--- config.mk ---
export PLATFORM = sky130hd
export DESIGN_NAME = ponte_cmd_receiver
export DESIGN_NICKNAME = d
export VERILOG_FILES = /design/src/rtl/ponte_cmd_receiver.sv
export SDC_FILE = /design/constraint.sdc
export NUM_CORES = 1
export LEC_CHECK = 0
export BUFFER_PORTS_ARGS = -buffer_cell sky130_fd_sc_hd__buf_2
export CAP_MARGIN = 25
export CORE_UTILIZATION = 59
export CTS_CLUSTER_SIZE = 24
export DETAILED_ROUTE_END_ITERATION = 10
export PLACE_DENSITY = 0.83
export SYNTH_ARGS = -nofsm -noshare
export SYNTH_HDL_FRONTEND = slang
export SYNTH_SLANG_ARGS = --single-unit
export TNS_END_PERCENT = 10
--- constraint.sdc ---
create_clock -name clk_clk -period 3.9 [get_ports clk_clk]
set_input_delay 0.585 -clock clk_clk [delete_from_list [all_inputs] [get_ports clk_clk]]
set_output_delay 0.585 -clock clk_clk [all_outputs]
set_load 0.01 [all_outputs]
--- src/rtl/ponte_cmd_receiver.sv ---
// HPS command receiver: toggle-handshake capture of pio_ponte words, opcode decode, show-ahead command queue.
// Latency: a word registered at edge 0 shows on cmd_valid/ponte_status at edge STABLE_CYCLES+2 (empty queue).
// Backpressure: a queueable command waits unacked in DISPATCH while the queue is full; cmd_ready pops the head.
// Optional build macro PONTE_PARITY_EN: odd parity over ponte_word using bit 10, adds sticky parity_err output.

module ponte_fifo #(
    parameter int DEPTH = 4,
    parameter int WIDTH = 14
) (
    input  logic                     core_clk,
    input  logic                     arst,
    input  logic                     push_vld,
    input  logic [WIDTH-1:0]         push_dat,
    input  logic                     pop_rdy,
    input  logic                     flush,
    output logic                     head_vld,
    output logic [WIDTH-1:0]         head_dat,
    output logic                     full,
    output logic [$clog2(DEPTH):0]   level
);
    localparam int AW = $clog2(DEPTH);
    localparam int LW = AW + 1;

    logic [WIDTH-1:0] mem [DEPTH];
    logic [AW-1:0]    wr_ptr;
    logic [AW-1:0]    rd_ptr;
    logic [LW-1:0]    level_nxt;
    logic             push_ok;
    logic             pop_ok;

    assign head_vld = (level != '0);
    assign head_dat = mem[rd_ptr];
    // push is gated by the registered full flag, so a same-cycle pop never makes room early
    assign push_ok  = push_vld && !full;
    assign pop_ok   = pop_rdy && head_vld;

    // next occupancy: push and pop together leave the level unchanged, flush empties
    always_comb begin
        level_nxt = level;
        if (flush) begin
            level_nxt = '0;
        end else if (push_ok && !pop_ok) begin
            level_nxt = level + LW'(1);
        end else if (!push_ok && pop_ok) begin
            level_nxt = level - LW'(1);
        end
    end

    // storage, wrapping pointers and the registered level/full pair
    always_ff @(posedge core_clk or posedge arst) begin
        if (arst) begin
            for (int i = 0; i < DEPTH; i++) begin
                mem[i] <= '0;
            end
            wr_ptr <= '0;
            rd_ptr <= '0;
            level  <= '0;
            full   <= 1'b0;
        end else begin
            level <= level_nxt;
            full  <= (level_nxt == LW'(DEPTH));
            if (flush) begin
                wr_ptr <= '0;
                rd_ptr <= '0;
            end else begin
                if (push_ok) begin
                    mem[wr_ptr] <= push_dat;
                    wr_ptr      <= wr_ptr + AW'(1);
                end
                if (pop_ok) begin
                    rd_ptr <= rd_ptr + AW'(1);
                end
            end
        end
    end
endmodule

module ponte_cmd_receiver #(
    parameter int FIFO_DEPTH    = 4,
    parameter int STABLE_CYCLES = 2
) (
    input  logic                          clk_clk,
    input  logic                          reset_reset,
    input  logic [14:0]                   ponte_word,
    output logic                          ponte_status,
    output logic                          cmd_valid,
    input  logic                          cmd_ready,
    output logic [2:0]                    cmd_opcode,
    output logic [10:0]                   cmd_arg,
    output logic                          cmd_flush,
    output logic                          cmd_illegal,
`ifdef PONTE_PARITY_EN
    output logic                          parity_err,
`endif
    output logic [$clog2(FIFO_DEPTH):0]   fifo_level
);
    localparam int CW = $clog2(STABLE_CYCLES + 1);

    localparam logic [2:0] OP_NOP   = 3'd0;
    localparam logic [2:0] OP_RESET = 3'd5;

    typedef struct packed {
        logic [2:0]  opcode;
        logic [10:0] arg;
    } cmd_t;

    typedef enum logic [1:0] {
        IDLE     = 2'd0,
        SETTLE   = 2'd1,
        DISPATCH = 2'd2
    } state_t;

    state_t         state;
    logic [CW-1:0]  stable_cnt;
    logic [14:0]    word_q;
    logic [14:0]    word_prev;
    logic           parity_ok;
    logic           fifo_push;
    logic           fifo_flush;
    logic           fifo_full;
    cmd_t           push_cmd;
    cmd_t           head_cmd;

    // single input register; word_prev lets SETTLE see whether the word is still moving
    always_ff @(posedge clk_clk or posedge reset_reset) begin
        if (reset_reset) begin
            word_q    <= '0;
            word_prev <= '0;
        end else begin
            word_q    <= ponte_word;
            word_prev <= word_q;
        end
    end

`ifdef PONTE_PARITY_EN
    assign parity_ok       = ^word_q;
    assign push_cmd.arg    = {1'b0, word_q[9:0]};
`else
    assign parity_ok       = 1'b1;
    assign push_cmd.arg    = word_q[10:0];
`endif
    assign push_cmd.opcode = word_q[13:11];

    // queue strobes for the command sitting in DISPATCH
    always_comb begin
        fifo_push  = 1'b0;
        fifo_flush = 1'b0;
        if (state == DISPATCH && parity_ok) begin
            if (word_q[13:11] >= 3'd1 && word_q[13:11] <= 3'd4) begin
                fifo_push = !fifo_full;
            end
            if (word_q[13:11] == OP_RESET) begin
                fifo_flush = 1'b1;
            end
        end
    end

    // handshake FSM with registered ack, flush pulse and sticky error flags
    always_ff @(posedge clk_clk or posedge reset_reset) begin
        if (reset_reset) begin
            state        <= IDLE;
            stable_cnt   <= '0;
            ponte_status <= 1'b0;
            cmd_flush    <= 1'b0;
            cmd_illegal  <= 1'b0;
`ifdef PONTE_PARITY_EN
            parity_err   <= 1'b0;
`endif
        end else begin
            cmd_flush <= 1'b0;
            case (state)
                IDLE: begin
                    if (word_q[14] != ponte_status) begin
                        stable_cnt <= CW'(1);
                        state      <= SETTLE;
                    end
                end
                SETTLE: begin
                    if (word_q[14] == ponte_status) begin
                        state <= IDLE;
                    end else if (word_q != word_prev) begin
                        stable_cnt <= CW'(1);
                    end else if (stable_cnt >= CW'(STABLE_CYCLES)) begin
                        state <= DISPATCH;
                    end else begin
                        stable_cnt <= stable_cnt + CW'(1);
                    end
                end
                DISPATCH: begin
                    if (!parity_ok) begin
                        ponte_status <= word_q[14];
                        state        <= IDLE;
`ifdef PONTE_PARITY_EN
                        parity_err   <= 1'b1;
`endif
                    end else begin
                        case (word_q[13:11])
                            OP_NOP: begin
                                ponte_status <= word_q[14];
                                state        <= IDLE;
                            end
                            3'd1, 3'd2, 3'd3, 3'd4: begin
                                // hold without ack until the queue has room
                                if (!fifo_full) begin
                                    ponte_status <= word_q[14];
                                    state        <= IDLE;
                                end
                            end
                            OP_RESET: begin
                                ponte_status <= word_q[14];
                                cmd_flush    <= 1'b1;
                                cmd_illegal  <= 1'b0;
`ifdef PONTE_PARITY_EN
                                parity_err   <= 1'b0;
`endif
                                state        <= IDLE;
                            end
                            default: begin
                                ponte_status <= word_q[14];
                                cmd_illegal  <= 1'b1;
                                state        <= IDLE;
                            end
                        endcase
                    end
                end
                default: state <= IDLE;
            endcase
        end
    end

    ponte_fifo #(
        .DEPTH (FIFO_DEPTH),
        .WIDTH ($bits(cmd_t))
    ) u_fifo (
        .core_clk (clk_clk),
        .arst     (reset_reset),
        .push_vld (fifo_push),
        .push_dat (push_cmd),
        .pop_rdy  (cmd_ready),
        .flush    (fifo_flush),
        .head_vld (cmd_valid),
        .head_dat (head_cmd),
        .full     (fifo_full),
        .level    (fifo_level)
    );

    assign cmd_opcode = head_cmd.opcode;
    assign cmd_arg    = head_cmd.arg;
endmodule

---- Word level (Yosys, flattened, before mapping) ----
Index checks and enable logic that the tools add are counted.
cells by class
  add/subtract/negate cells ............... 5
  reductions and logical operators ........ 22
  $lt $le $gt $ge ......................... 6
  bitwise operators ....................... 4
  equality and inequality tests ........... 18
  multiplexer cells ....................... 31
operators with widths
  kind                 number
  $bwmux 56            1
  $mux 14              3
  $bmux 14 s2          1
  $demux 14 s2         1
  $mux 2               13
  $ne 15x15->1         1
  $ne 3x3->1 const B   4
  $eq 3x3->1 const B   3
  $mux 3               3
  $reduce_and 4->1     2
  $add 2x1->2 const B  3
  $eq 3x2->1 const B   2
  $ge 3x3->1 const B   2
  $logic_and 1x1->1    6
  $mux 1               6
  $ne 2x2->1 const B   3
  $not 2->3            2
  $pmux 2 s3           1
  $reduce_and 2->1     3
  $reduce_bool 2->1    3
  $reduce_or 5->1      1
  $pmux 2 s2           1
  $reduce_or 4->1      1
  $add 3x1->3 const B  1
  other kinds (16)     19
word-level totals
  output and inout bits ................... 21
  register bits ........................... 101
  word-level logic and storage cells ...... 101

---- Depth between registers and ports, before layout ----
Gate-level depths: netlist of the first run.
  depth in word-level cells ............... 11
  depth in mapped cells ................... 8
  mapped depth without buffers ............ 7

---- Cells and area by module ----
From an unflattened synthesis of the first run, not the netlist that was laid out.
unflattened totals
  cell total of the unflattened synthesis .. 276
  area, all modules ....................... 4,296.6 um^2
by module, submodules not included
  module              area an instance (um^2)  cells an instance  seq. area each (um^2)  times used
  ponte_fifo          2,996.6                  193                1,601.5                1
  ponte_cmd_receiver  1,300.0                  83                 925.9                  1

---- Least setup slack after synthesis of the first run ----
No wires, ideal clock.
  path kind ............................... reg2out
  start point ............................. register u_fifo.rd_ptr[1]
  end point ............................... output port cmd_arg[10]
  arrival ................................. 1,495 ps
  slack ................................... 1,820 ps
  buffers on the path ..................... 2
  required time ........................... 3,315 ps
  cell stages (with the launch flop) ...... 4
  cells stage by stage .................... dfrtp_1 clkbuf_1 buf_2 mux4_2
on the way
  cells in the longest elaborated chain, start to end .. 4
RTL lines
  element                                      RTL line  source
  start, declared                              26        logic [AW-1:0] rd_ptr;
  start signal, assigned                       71        rd_ptr <= rd_ptr + AW'(1);
  $not 2->3 (not written as such)              32        assign head_dat = mem[rd_ptr];
  $bmux 14 s2                                  32
  $mux 14 (not written as such) (2 in series)  32
  end, declared                                89        output logic [10:0] cmd_arg,
No other way between the ends. The select of a mux whose other input is x is not followed.

---- Worst setup path in the final report of the first run ----
  start point ............................. register u_fifo.rd_ptr[1]
  end point ............................... output port cmd_arg[4]
The elaborated chain is that of the path after synthesis.

==> flow_metrics.py, run 1 <==
metrics = {
    "yosys": {
        "syn_area_per_cell_um2": 15.1,
        "ys.warnings.count": 0,
        "syn_area_um2": 4260,
        "seq_area_frac_synth": 0.593,
        "ys_async_sr_fraction": 1.00,
        "syn_nets": 308,
        "synth_top_area_cell": "dfrtp_1",
        "yosysUniqueCellTypes": 41,
        "ys_top_cells_by_area": "dfrtp_1 (59%), mux2_2 (15%), mux4_2 (7.4%)",
        "synth_edf_count": 0,
        "syn_inst": 282,
        "synthFlopType": "dfrtp_1",
        "synth-seq-cells": 101,
        "synth_top_area_frac": 0.593,
    },
    "sta": {
        "worst_pin_slew_ns": 0.900,
        "finalHoldWorstSlack_ns": 0.126,
        "clock_skew_ns": 0.00730,
        "finalSetupViolations": 0,
        "drv_slew": 0,
        "layout_min_cycle_time_ns": 2.65,
        "fin_tns_setup_ns": 0,
        "period_share": 0.678,
        "clock.fmax_mhz": 378,
        "rsz0062_at_grt": "false",
        "hold_viol": 0,
        "relSlewSlack": 0.400,
    },
    "min_path": {
        "hold_path_class": "input port to asynchronous set/reset pin",
    },
    "routing": {
        "antenna_left": 0,
        "wl_met3_um": 257,
        "top_layer_used": "met4",
        "drcViolationCount": 0,
        "wl_met1_mm": 3.26,
        "viasPerCell": 5.63,
        "drtIter0Drc": 172,
        "met2_length_mm": 3.29,
        "routed_wl_mm": 6.95,
        "vias": 2357,
        "dr.pass1.iters": 4,
        "drt-wirelength-per-cell_um": 16.6,
    },
    "global_route": {
        "grt_overflow": 0,
        "grt_pass1_wl_mm": 11.8,
        "grt_pass1_vias": 2335,
        "globalRouteTotalUtil": 0.210,
        "antenna_found_initial": 0,
        "grt_max_degree": 90,
    },
    "setup_path": {
        "crit_type": "register to primary output",
        "start_kind": "register",
        "required_ns": 3.31,
        "end_kind": "primary output",
        "critical_path_arrival_ns": 2.06,
        "cp_max_fo": 15,
    },
    "floorplanning": {
        "rows": 30,
        "pin_count": 39,
        "fp.coreArea_um2": 6870,
        "dieArea_um2": 7560,
        "fp.dieW_um": 87.0,
        "die_h_um": 87.0,
        "floorplan.initialDensity": 0.620,
    },
    "finish": {
        "fillers": 471,
        "drive_gt1_frac": 0.412,
        "area_growth_pct": 10.5,
        "antenna_cells": 0,
        "fin_nets": 346,
    },
    "placed_design": {
        "portBuffers": 38,
        "hpwl_mm": 4.58,
        "place.gp.congestion": 0.802,
    },
    "outcome": {
        "status": "completed",
    },
    "power": {
        "total_leakage_power_uw": 0.00229,
        "peakVddDrop_v": 0.000333,
        "power.density_nw_per_um2": 459,
    },
    "clock_tree": {
        "insertion_delay_ns": 0.35,
        "cts_resized": 0,
        "numCtsBuffers": 9,
        "clockBufferDepth": 2,
        "cts.sinks": 101,
        "cts_root_buf": "clkbuf_8",
        "cts_tree": "built",
        "htree_levels": 3,
        "cts.reportedPaths.clkPinSlew_ns": 0.09,
        "cts_setup_buffers": 0,
        "holdBufCountCts": 0,
    },
    "run": {
        "maxCapViolCount": 0,
    },
}
routing by layer:
metal  GRT usage  vias to the layer above
li1            -                     1084
met1       0.305                     1199
met2       0.311                       60
met3      0.0341                       14
met4       0.103                        0
met5           0                        -
layout make-up:
| cell class | instances | area [um^2] | area share |
|---|---|---|---|
| Tap cell | 96 | 120 | 0.0255 |
| Sequential cell | 101 | 2530 | 0.537 |
| Clock buffer | 11 | 141 | 0.0300 |
| Multi-Input combinational cell | 161 | 1620 | 0.344 |
| Timing Repair Buffer | 40 | 225 | 0.0478 |
| Clock inverter | 3 | 46.3 | 0.00984 |
| Inverter | 7 | 28.8 | 0.00611 |
cells in the mapped netlist, types with 2 or more instances:
library cell  number
o21ai_0            3
buf_6              4
nor2_1            10
buf_2              4
nand4_1            5
a21oi_1            6
clkbuf_1           3
dfrtp_1          101
nand3_1            3
nand2_1            8
o22ai_1            4
mux2_2            57
inv_1              7
mux4_2            14
xnor2_1           19
ha_1               8
a32o_1             2
worst max-delay path: stages (launching register included):
cell and delay (ns):
dfrtp_1 0.94, mux4_2 0.61, buf_2 0.16
where the power goes:
| part | switching (uW) | internal [uW] | leakage [uW] |
|---|---|---|---|
| Combinational | 135 | 169 | 0.000877 |
| Clock | 326 | 310 | 0.0000919 |
| Sequential | 129 | 1090 | 0.00132 |
| Total | 590 | 1570 | 0.00229 |
stage by stage:
stage               total power [uW]  setup WS (ns)  utilization  cell area (um^2)  cells
floorplan                       1460          0.668            -              4260    282
detailed placement              1550           1.57        0.654              4490    404
global route                    2280           1.10        0.685              4710    419
global placement                1540           1.57        0.654              4490    404
finish                          2160           1.26        0.685              4710    419
CTS                             2180           1.18        0.681              4680    418
worst paths after layout:
path | startpoint | to | slack (ns) | cells past startpoint
worst max-delay path | u_fifo.rd_ptr[1]$_DFFE_PP0P_ | cmd_arg[4] | 1.26 | 2
worst min-delay path | reset_reset | word_prev[7]$_DFF_PP0_ | 0.13 | 2
worst max register to register | word_q[13]$_DFF_PP0_ | u_fifo.mem[3]$_DFFE_PP0P_ | 1.60 | 4
worst min register to register | word_q[14]$_DFF_PP0_ | word_prev[14]$_DFF_PP0_ | 0.47 | 0
max in group asynchronous | reset_reset | word_prev[12]$_DFF_PP0_ | 2.94 | 4
min in group clk_clk | ponte_word[3] | word_q[3]$_DFF_PP0_ | 0.33 | 1
state kept, by name, indices dropped and copies added (netlist names):
| signal | flops |
|---|---|
| u_fifo.wr_ptr | 2 |
| stable_cnt | 2 |
| cmd_flush | 1 |
| ponte_status | 1 |
| cmd_illegal | 1 |
| word_prev | 15 |
| u_fifo.rd_ptr | 2 |
| state | 2 |
| u_fifo.mem | 56 |
| word_q | 15 |
| u_fifo.level | 3 |
| u_fifo.full | 1 |
cell usage in the layout, fill, tap and decap left out, drive strengths merged:
cell	instances
a211oi	1
a21boi	1
a21oi	6
a32o	2
and2	2
and3	2
buf	40
bufinv	1
clkbuf	11
clkinvlp	1
dfrtp	101
ha	8
inv	8
maj3	1
mux2	57
mux4	14
nand2	8
nand2b	1
nand3	3
nand4	5
nand4b	1
nor2	10
nor2b	1
nor3	1
nor3b	1
nor4	2
nor4b	1
o21ai	4
o22ai	4
o31ai	1
or3	2
or4	1
xnor2	20
xor2	1
cells by family (layout without fill, tap and decap cells):
family | after synthesis | count (layout) | share of synthesized area
compound gates | 19 | 19 | 0.0276
buf+inv | 20 | 61 | 0.0267
xor+xnor | 21 | 21 | 0.0449
simple gates | 41 | 41 | 0.0567
mux | 71 | 71 | 0.225
fa+ha+maj | 9 | 9 | 0.0259
flops | 101 | 101 | 0.593
No activity file was read; power rests on OpenSTA's default activity.
==> inputs of run 2 (changes only) <==
--- a/config.mk
+++ b/config.mk
@@ -5,6 +5,7 @@
 export SDC_FILE = /design/constraint.sdc
 export NUM_CORES = 1
 export LEC_CHECK = 0
+export ABC_AREA = 1
 export BUFFER_PORTS_ARGS = -buffer_cell sky130_fd_sc_hd__buf_2
 export CAP_MARGIN = 25
 export CORE_UTILIZATION = 59
==> constraint.sdc (replaced) <==
create_clock -name clk_clk -period 2.45 [get_ports clk_clk]
set_input_delay 0.3675 -clock clk_clk [delete_from_list [all_inputs] [get_ports clk_clk]]
set_output_delay 0.3675 -clock clk_clk [all_outputs]
set_load 0.01 [all_outputs]
==> run 2 against run 1 <==
Register-to-register slack got worse by 0.91 ns. Final area increased by 5.3%. Synthesized cell count increased by 70%. Area after synthesis increased by 5.9%. Power increased by 86%. Critical path type unchanged. Critical endpoint is now cmd_arg[3].
==> flow_metrics.py, run 2 <==
metrics = {
    "yosys": {
        "synth_top_area_cell": "dfrtp_1",
        "synthFlopType": "dfrtp_1",
        "syn_nets": 506,
        "ys_top_cells_by_area": "dfrtp_1 (56%), nand2_1 (10%), o21ai_2 (5.8%)",
        "syn_area_um2": 4510,
        "ys.warnings.count": 0,
        "synthMuxAreaShare": 0.00250,
        "yosys.cell_count.top_type": "nand2_1",
        "yosysUniqueCellTypes": 27,
        "synthXorXnorAreaFrac": 0.00582,
        "synth_top_family_by_area": "simple AND/OR/NAND/NOR gates",
        "syn_area_per_cell_um2": 9.40,
        "synthTopCellsByCount": "nand2_1 (121), dfrtp_1 (101), nor2_1 (49), inv_1 (43), o21ai_0 (31)",
        "synth_compound_area_frac": 0.144,
        "yosys.area_share.simple": 0.196,
        "ys_async_sr_fraction": 1.00,
        "synth_edf_count": 0,
        "synth_top_area_frac": 0.560,
        "seq_area_frac_synth": 0.560,
        "synth-seq-cells": 101,
        "syn_inst": 480,
        "yosys.area_share.adder": 0.0222,
    },
    "floorplanning": {
        "dieArea_um2": 8000,
        "rows": 31,
        "pin_count": 39,
        "fp.dieW_um": 89.5,
        "fp.coreArea_um2": 7330,
        "die_h_um": 89.5,
        "floorplan.initialDensity": 0.615,
    },
    "finish": {
        "fillers": 576,
        "design_area_um2": 4960,
        "final_cell_mix": "nand2_1 (121), dfrtp_1 (101), nor2_1 (49), inv_1 (42), buf_2 (38)",
        "largest_reg_flops": 56,
        "antenna_cells": 0,
        "final_common_cell": "nand2_1",
        "drive_gt1_frac": 0.207,
        "fin_nets": 543,
        "top_register": "u_fifo.mem",
        "area_growth_pct": 9.84,
        "reg.largest.list": "u_fifo.mem: 56 flops, word_prev: 15 flops, word_q: 15 flops",
    },
    "placed_design": {
        "hpwl_mm": 5.68,
        "place_area_um2": 4740,
        "place.gp.congestion": 0.764,
        "post-place-ws_ns": 0.573,
        "portBuffers": 38,
    },
    "min_path": {
        "hold_path_class": "input port to register",
        "hold_depth": 1,
        "hp-start": "ponte_word[6]",
        "min_to": "word_q[6]$_DFF_PP0_",
    },
    "routing": {
        "antenna_left": 0,
        "drt-wirelength-per-cell_um": 13.8,
        "vias": 3279,
        "viasPerCell": 5.28,
        "drtIter0Drc": 211,
        "dr.pass1.iters": 8,
        "drcViolationCount": 0,
        "routed_wl_mm": 8.59,
    },
    "clock_tree": {
        "cts.sinks": 101,
        "cts.reportedPaths.clkPinSlew_ns": 0.10,
        "cts_root_buf": "clkbuf_8",
        "cts_setup_buffers": 0,
        "insertion_delay_ns": 0.36,
        "numCtsBuffers": 9,
        "cts_tree": "built",
        "clockBufferDepth": 2,
        "htree_levels": 3,
        "cts_resized": 0,
    },
    "sta": {
        "period_share": 0.919,
        "clock_skew_ns": 0.0117,
        "setup_ws_ns": 0.198,
        "fin_tns_setup_ns": 0,
        "clock.fmax_mhz": 444,
        "finalSetupViolations": 0,
        "worst_pin_slew_ns": 0.545,
        "layout_min_cycle_time_ns": 2.25,
        "rsz0062_at_grt": "false",
        "relSlewSlack": 0.635,
        "drv_slew": 0,
        "hold_viol": 0,
    },
    "power": {
        "power_frac_seq": 0.455,
        "p_clk_frac": 0.261,
        "p_comb_frac": 0.284,
        "peakVddDrop_v": 0.000458,
        "switchingPower_uw": 1350,
        "total_leakage_power_uw": 0.00250,
        "power.density_nw_per_um2": 810,
        "p_int_uw": 2660,
        "power.share.switching": 0.337,
    },
    "setup_path": {
        "crit_type": "register to primary output",
        "required_ns": 2.08,
        "critical_path_arrival_ns": 1.88,
        "r2r_cells": 11,
        "critPathMaxStageDelay_ns": 0.55,
        "reg2reg_slack_ns": 0.69,
        "r2r-start": "word_q[4]$_DFF_PP0_",
        "slowest_stage": "dfrtp_1",
        "start_kind": "register",
        "r2r_end": "stable_cnt[0]$_DFFE_PP0P_",
        "end_kind": "primary output",
        "cp_max_fo": 15,
        "path_cells": "inv_1, o21ai_0, o22ai_1, buf_2",
    },
    "global_route": {
        "antenna_found_initial": 0,
        "grt_overflow": 0,
        "globalRouteTotalUtil": 0.243,
        "grt_max_degree": 84,
        "grt_pass1_wl_mm": 14.4,
        "grt_pass1_vias": 3188,
    },
    "run": {
        "maxCapViolCount": 0,
    },
    "outcome": {
        "status": "completed",
    },
}
[run 2: cell types whose count changed after synthesis, moves of 5 or more]
cell	change
o22ai_1	+10
xnor2_1	-17
o21ai_1	+26
mux2_2	-56
inv_1	+36
nand2_1	+113
nor2_1	+39
nand3_1	+5
o21ai_0	+28
clkbuf_1	+5
o21ai_2	+30
inv_2	+5
mux4_2	-14
[run 2: final cells by class]
cell class | count | area, um^2 | area share
multi-input cells | 314 | 1670 | 0.338
well taps | 99 | 124 | 0.0250
clock inverters | 5 | 60.1 | 0.0121
clock buffers | 11 | 141 | 0.0285
repair buffers | 42 | 235 | 0.0475
flip-flops and latches | 101 | 2530 | 0.510
inverters | 49 | 195 | 0.0394
[run 2: how the worst max path moves through the flow]
stage / from / to / slack (ns)
2_1_floorplan: u_fifo.rd_ptr[0]$_DFFE_PP0P_ / cmd_arg[0] / 0.83
3_3_place_gp: u_fifo.rd_ptr[1]$_DFFE_PP0P_ / cmd_arg[2] / 0.65
3_5_place_dp: u_fifo.rd_ptr[1]$_DFFE_PP0P_ / cmd_arg[2] / 0.57
4_1_cts: u_fifo.rd_ptr[1]$_DFFE_PP0P_ / cmd_arg[2] / 0.18
5_1_grt: u_fifo.rd_ptr[1]$_DFFE_PP0P_ / cmd_arg[2] / 0.06
6_report: u_fifo.rd_ptr[1]$_DFFE_PP0P_ / cmd_arg[3] / 0.20
[run 2: cells by family after synthesis]
group | count (synthesis)
AOI/OAI and AO/OA | 104
xor gates and xnor gates | 3
adders and majority gates | 8
buffers and inverters | 65
DFF | 101
muxes | 1
and+or+nand+nor | 198
[run 2: per-layer routing]
metal	up-vias	wire [um]	track usage
met5	-	0	0
li1	1616	-	-
met1	1568	3740	0.300
met4	0	87	0.0808
met3	11	386	0.0554
met2	84	4380	0.425
[run 2: power by group through the flow]
stage	Combinational, uW	Sequential, uW	Clock, uW
final	1140	1830	1050
after global placement	1120	1850	0
after detailed placement	1140	1860	0
after CTS	1150	1830	1080
after global routing	1280	1840	1150
after floorplan	776	1840	0
[run 2: worst max-delay path: cells and delay by family, from the launching register on]
kind | cells | cell delay (ns)
buffers and inverters | 2 | 0.62
DFF | 1 | 0.55
AOI/OAI and AO/OA | 2 | 0.35
[run 2: timing repair]
action                                  CTS  global route
endpoints found under the setup margin    0             0
hold buffers                              1             0
endpoints found under the hold margin    13             0
[run 2: metrics by stage]
step	power, uW	cells	util	hold WS, ns
2_1_floorplan	2620	480	-	0.374
3_3_place_gp	2970	604	0.647	0.379
3_5_place_dp	3010	604	0.647	0.384
4_1_cts	4060	621	0.676	0.0867
5_1_grt	4270	621	0.676	0.0860
6_report	4020	621	0.676	0.101
==> inputs of run 3 (changes only) <==
--- a/config.mk
+++ b/config.mk
@@ -8,11 +8,14 @@
 export ABC_AREA = 1
 export BUFFER_PORTS_ARGS = -buffer_cell sky130_fd_sc_hd__buf_2
 export CAP_MARGIN = 25
-export CORE_UTILIZATION = 59
+export CELL_PAD_IN_SITES_DETAIL_PLACEMENT = 2
+export CELL_PAD_IN_SITES_GLOBAL_PLACEMENT = 2
+export CORE_UTILIZATION = 37
 export CTS_CLUSTER_SIZE = 24
 export DETAILED_ROUTE_END_ITERATION = 10
 export PLACE_DENSITY = 0.83
 export SYNTH_ARGS = -nofsm -noshare
 export SYNTH_HDL_FRONTEND = slang
+export SYNTH_HIERARCHICAL = 1
 export SYNTH_SLANG_ARGS = --single-unit
 export TNS_END_PERCENT = 10
==> run 3 against run 2 <==
Maximum frequency fell by 0.80%. Largest power group unchanged. Power fell by 8.0%. Clock power rose by 60%. Global-route usage fell by 3.2 points. Clock-buffer cell count did not move. Critical path depth rose by 4. Highest routed layer unchanged. Sequential share of layout area fell by 2.3 points.
==> flow_metrics.py, run 3 <==
metrics = {
    "clock_tree": {
        "cts_resized": 0,
        "cts.reportedPaths.clkPinSlew_ns": 0.07,
        "holdBufCountCts": 0,
        "numCtsBuffers": 9,
        "cts_root_buf": "clkbuf_16",
        "insertion_delay_ns": 0.36,
        "clockBufferDepth": 2,
        "htree_levels": 3,
        "cts.sinks": 101,
        "cts_tree": "built",
        "cts_setup_buffers": 0,
    },
    "finish": {
        "design_area_um2": 5190,
        "largest_reg_flops": 56,
        "area_growth_pct": 14.9,
        "final_cell_mix": "nand2_1 (112), dfrtp_1 (101), inv_1 (61), nor2_1 (46), o21ai_1 (45)",
        "antenna_cells": 0,
        "reg.largest.list": "u_fifo/mem: 56 flops, word_prev: 15 flops, word_q: 15 flops",
        "drive_gt1_frac": 0.179,
        "final_common_cell": "nand2_1",
        "top_register": "u_fifo/mem",
        "fillers": 1285,
        "fin_nets": 564,
    },
    "yosys": {
        "seq_area_frac_synth": 0.560,
        "ys_top_cells_by_area": "dfrtp_1 (56%), nand2_1 (9.3%), inv_1 (5.2%)",
        "ys.warnings.count": 6,
        "synthFlopType": "dfrtp_1",
        "synth_top_area_frac": 0.560,
        "synth_top_area_cell": "dfrtp_1",
        "synth_edf_count": 0,
        "syn_nets": 523,
        "yosysUniqueCellTypes": 28,
        "ys_async_sr_fraction": 1.00,
        "yosys.cell_count.top_type": "nand2_1",
        "synth-seq-cells": 101,
        "syn_area_per_cell_um2": 9.08,
        "synthTopCellsByCount": "nand2_1 (112), dfrtp_1 (101), inv_1 (62), nor2_1 (46), o21ai_1 (45)",
        "syn_area_um2": 4510,
        "syn_inst": 497,
    },
    "global_route": {
        "grt_overflow": 0,
        "grt_max_degree": 38,
        "grt_pass1_wl_mm": 20.5,
        "antenna_found_initial": 0,
        "globalRouteTotalUtil": 0.211,
        "grt_pass1_vias": 4007,
    },
    "routing": {
        "drcViolationCount": 0,
        "routed_wl_mm": 12.1,
        "drt-wirelength-per-cell_um": 17.7,
        "drtIter0Drc": 124,
        "viasPerCell": 5.12,
        "vias": 3512,
        "dr.pass1.iters": 4,
        "antenna_left": 0,
    },
    "floorplanning": {
        "floorplan.initialDensity": 0.387,
        "die_h_um": 112,
        "rows": 39,
        "dieArea_um2": 12600,
        "pin_count": 39,
        "fp.coreArea_um2": 11700,
        "fp.dieW_um": 112,
    },
    "sta": {
        "rsz0062_at_grt": "false",
        "fin_tns_setup_ns": 0,
        "clock.fmax_mhz": 441,
        "worst_pin_slew_ns": 0.727,
        "clock_skew_ns": 0.00952,
        "hold_viol": 0,
        "period_share": 0.926,
        "relSlewSlack": 0.514,
        "layout_min_cycle_time_ns": 2.27,
        "drv_slew": 0,
        "finalSetupViolations": 0,
    },
    "setup_path": {
        "required_ns": 2.68,
        "r2r_cells": 8,
        "crit_type": "register to register",
        "cp_max_fo": 28,
        "critical_path_arrival_ns": 2.50,
        "end_kind": "register",
        "start_kind": "register",
    },
    "power": {
        "peakVddDrop_v": 0.000591,
        "power.density_nw_per_um2": 712,
        "total_leakage_power_uw": 0.00276,
    },
    "placed_design": {
        "place.gp.congestion": 0.750,
        "place_area_um2": 4830,
        "portBuffers": 38,
        "hpwl_mm": 8.24,
    },
    "min_path": {
        "hold_path_class": "input port to register",
        "hold_depth": 1,
    },
    "outcome": {
        "status": "completed",
    },
    "run": {
        "maxCapViolCount": 0,
    },
}
-- run 3: stage by stage --
stage / setup WS, ns / util / power [uW] / hold slack (ns) / instances
after floorplan: 0.484 / - / 1930 / 0.394 / 497
after detailed placement: 0.220 / 0.414 / 2040 / 0.412 / 670
after global routing: 0.0209 / 0.445 / 3840 / 0.0949 / 686
final: 0.180 / 0.445 / 3690 / 0.110 / 686
after CTS: 0.130 / 0.445 / 3750 / 0.0986 / 686
after global placement: 0.350 / 0.414 / 2020 / 0.407 / 670
-- run 3: final timing paths --
kind	startpoint	endpoint	slack (ns)
worst max-delay path	state[0]$_DFFE_PP0P_	u_fifo/mem[52]$_DFFE_PP0P_	0.18
worst min-delay path	ponte_word[7]	word_q[7]$_DFF_PP0_	0.11
worst max register to register	state[0]$_DFFE_PP0P_	u_fifo/mem[52]$_DFFE_PP0P_	0.18
worst min register to register	word_q[4]$_DFF_PP0_	word_prev[4]$_DFF_PP0_	0.42
max in group asynchronous	reset_reset	u_fifo/mem[10]$_DFFE_PP0P_	1.67
min in group asynchronous	reset_reset	word_q[7]$_DFF_PP0_	0.13
-- run 3: cell families (layout without fill, tap and decap cells) --
logic type | count (synthesis) | in the layout | share of synthesized area
buf+inv | 80 | 126 | 0.0809
xor+xnor | 2 | 2 | 0.00388
flops | 101 | 101 | 0.560
fa+ha+maj | 8 | 8 | 0.0222
simple gates | 200 | 200 | 0.201
compound gates | 106 | 106 | 0.132
-- run 3: cell type report --
cell class              count  area [um^2]  share of cell area
flip-flops and latches    101         2530               0.487
multi-input cells         316         1620               0.313
repair buffers             46          263              0.0507
clock buffers              11          253              0.0487
inverters                  64          240              0.0463
well taps                 143          179              0.0345
clock inverters             5          104              0.0200
-- run 3: per-layer routing --
layer / vias up / track usage / share of wire
li1: 1666 / - / -
met1: 1788 / 0.251 / 0.43
met2: 45 / 0.381 / 0.53
met3: 13 / 0.0562 / 0.029
met4: 0 / 0.0516 / 0.011
met5: - / 0 / 0
-- run 3: where the power goes --
part	internal (uW)	leakage, uW	switching [uW]
Clock	1060	0.000176	628
Combinational	86.2	0.00125	191
Sequential	1700	0.00134	31.9
-- run 3: worst max-delay path: stages (launching register included) --
cell and delay, ns:
dfrtp_1 0.40, nor2_1 0.29, inv_1 0.14, nor4_1 0.48
nand2_4 0.15, nor2_8 0.20, nand2_4 0.26, nand2_1 0.15
o21ai_1 0.07
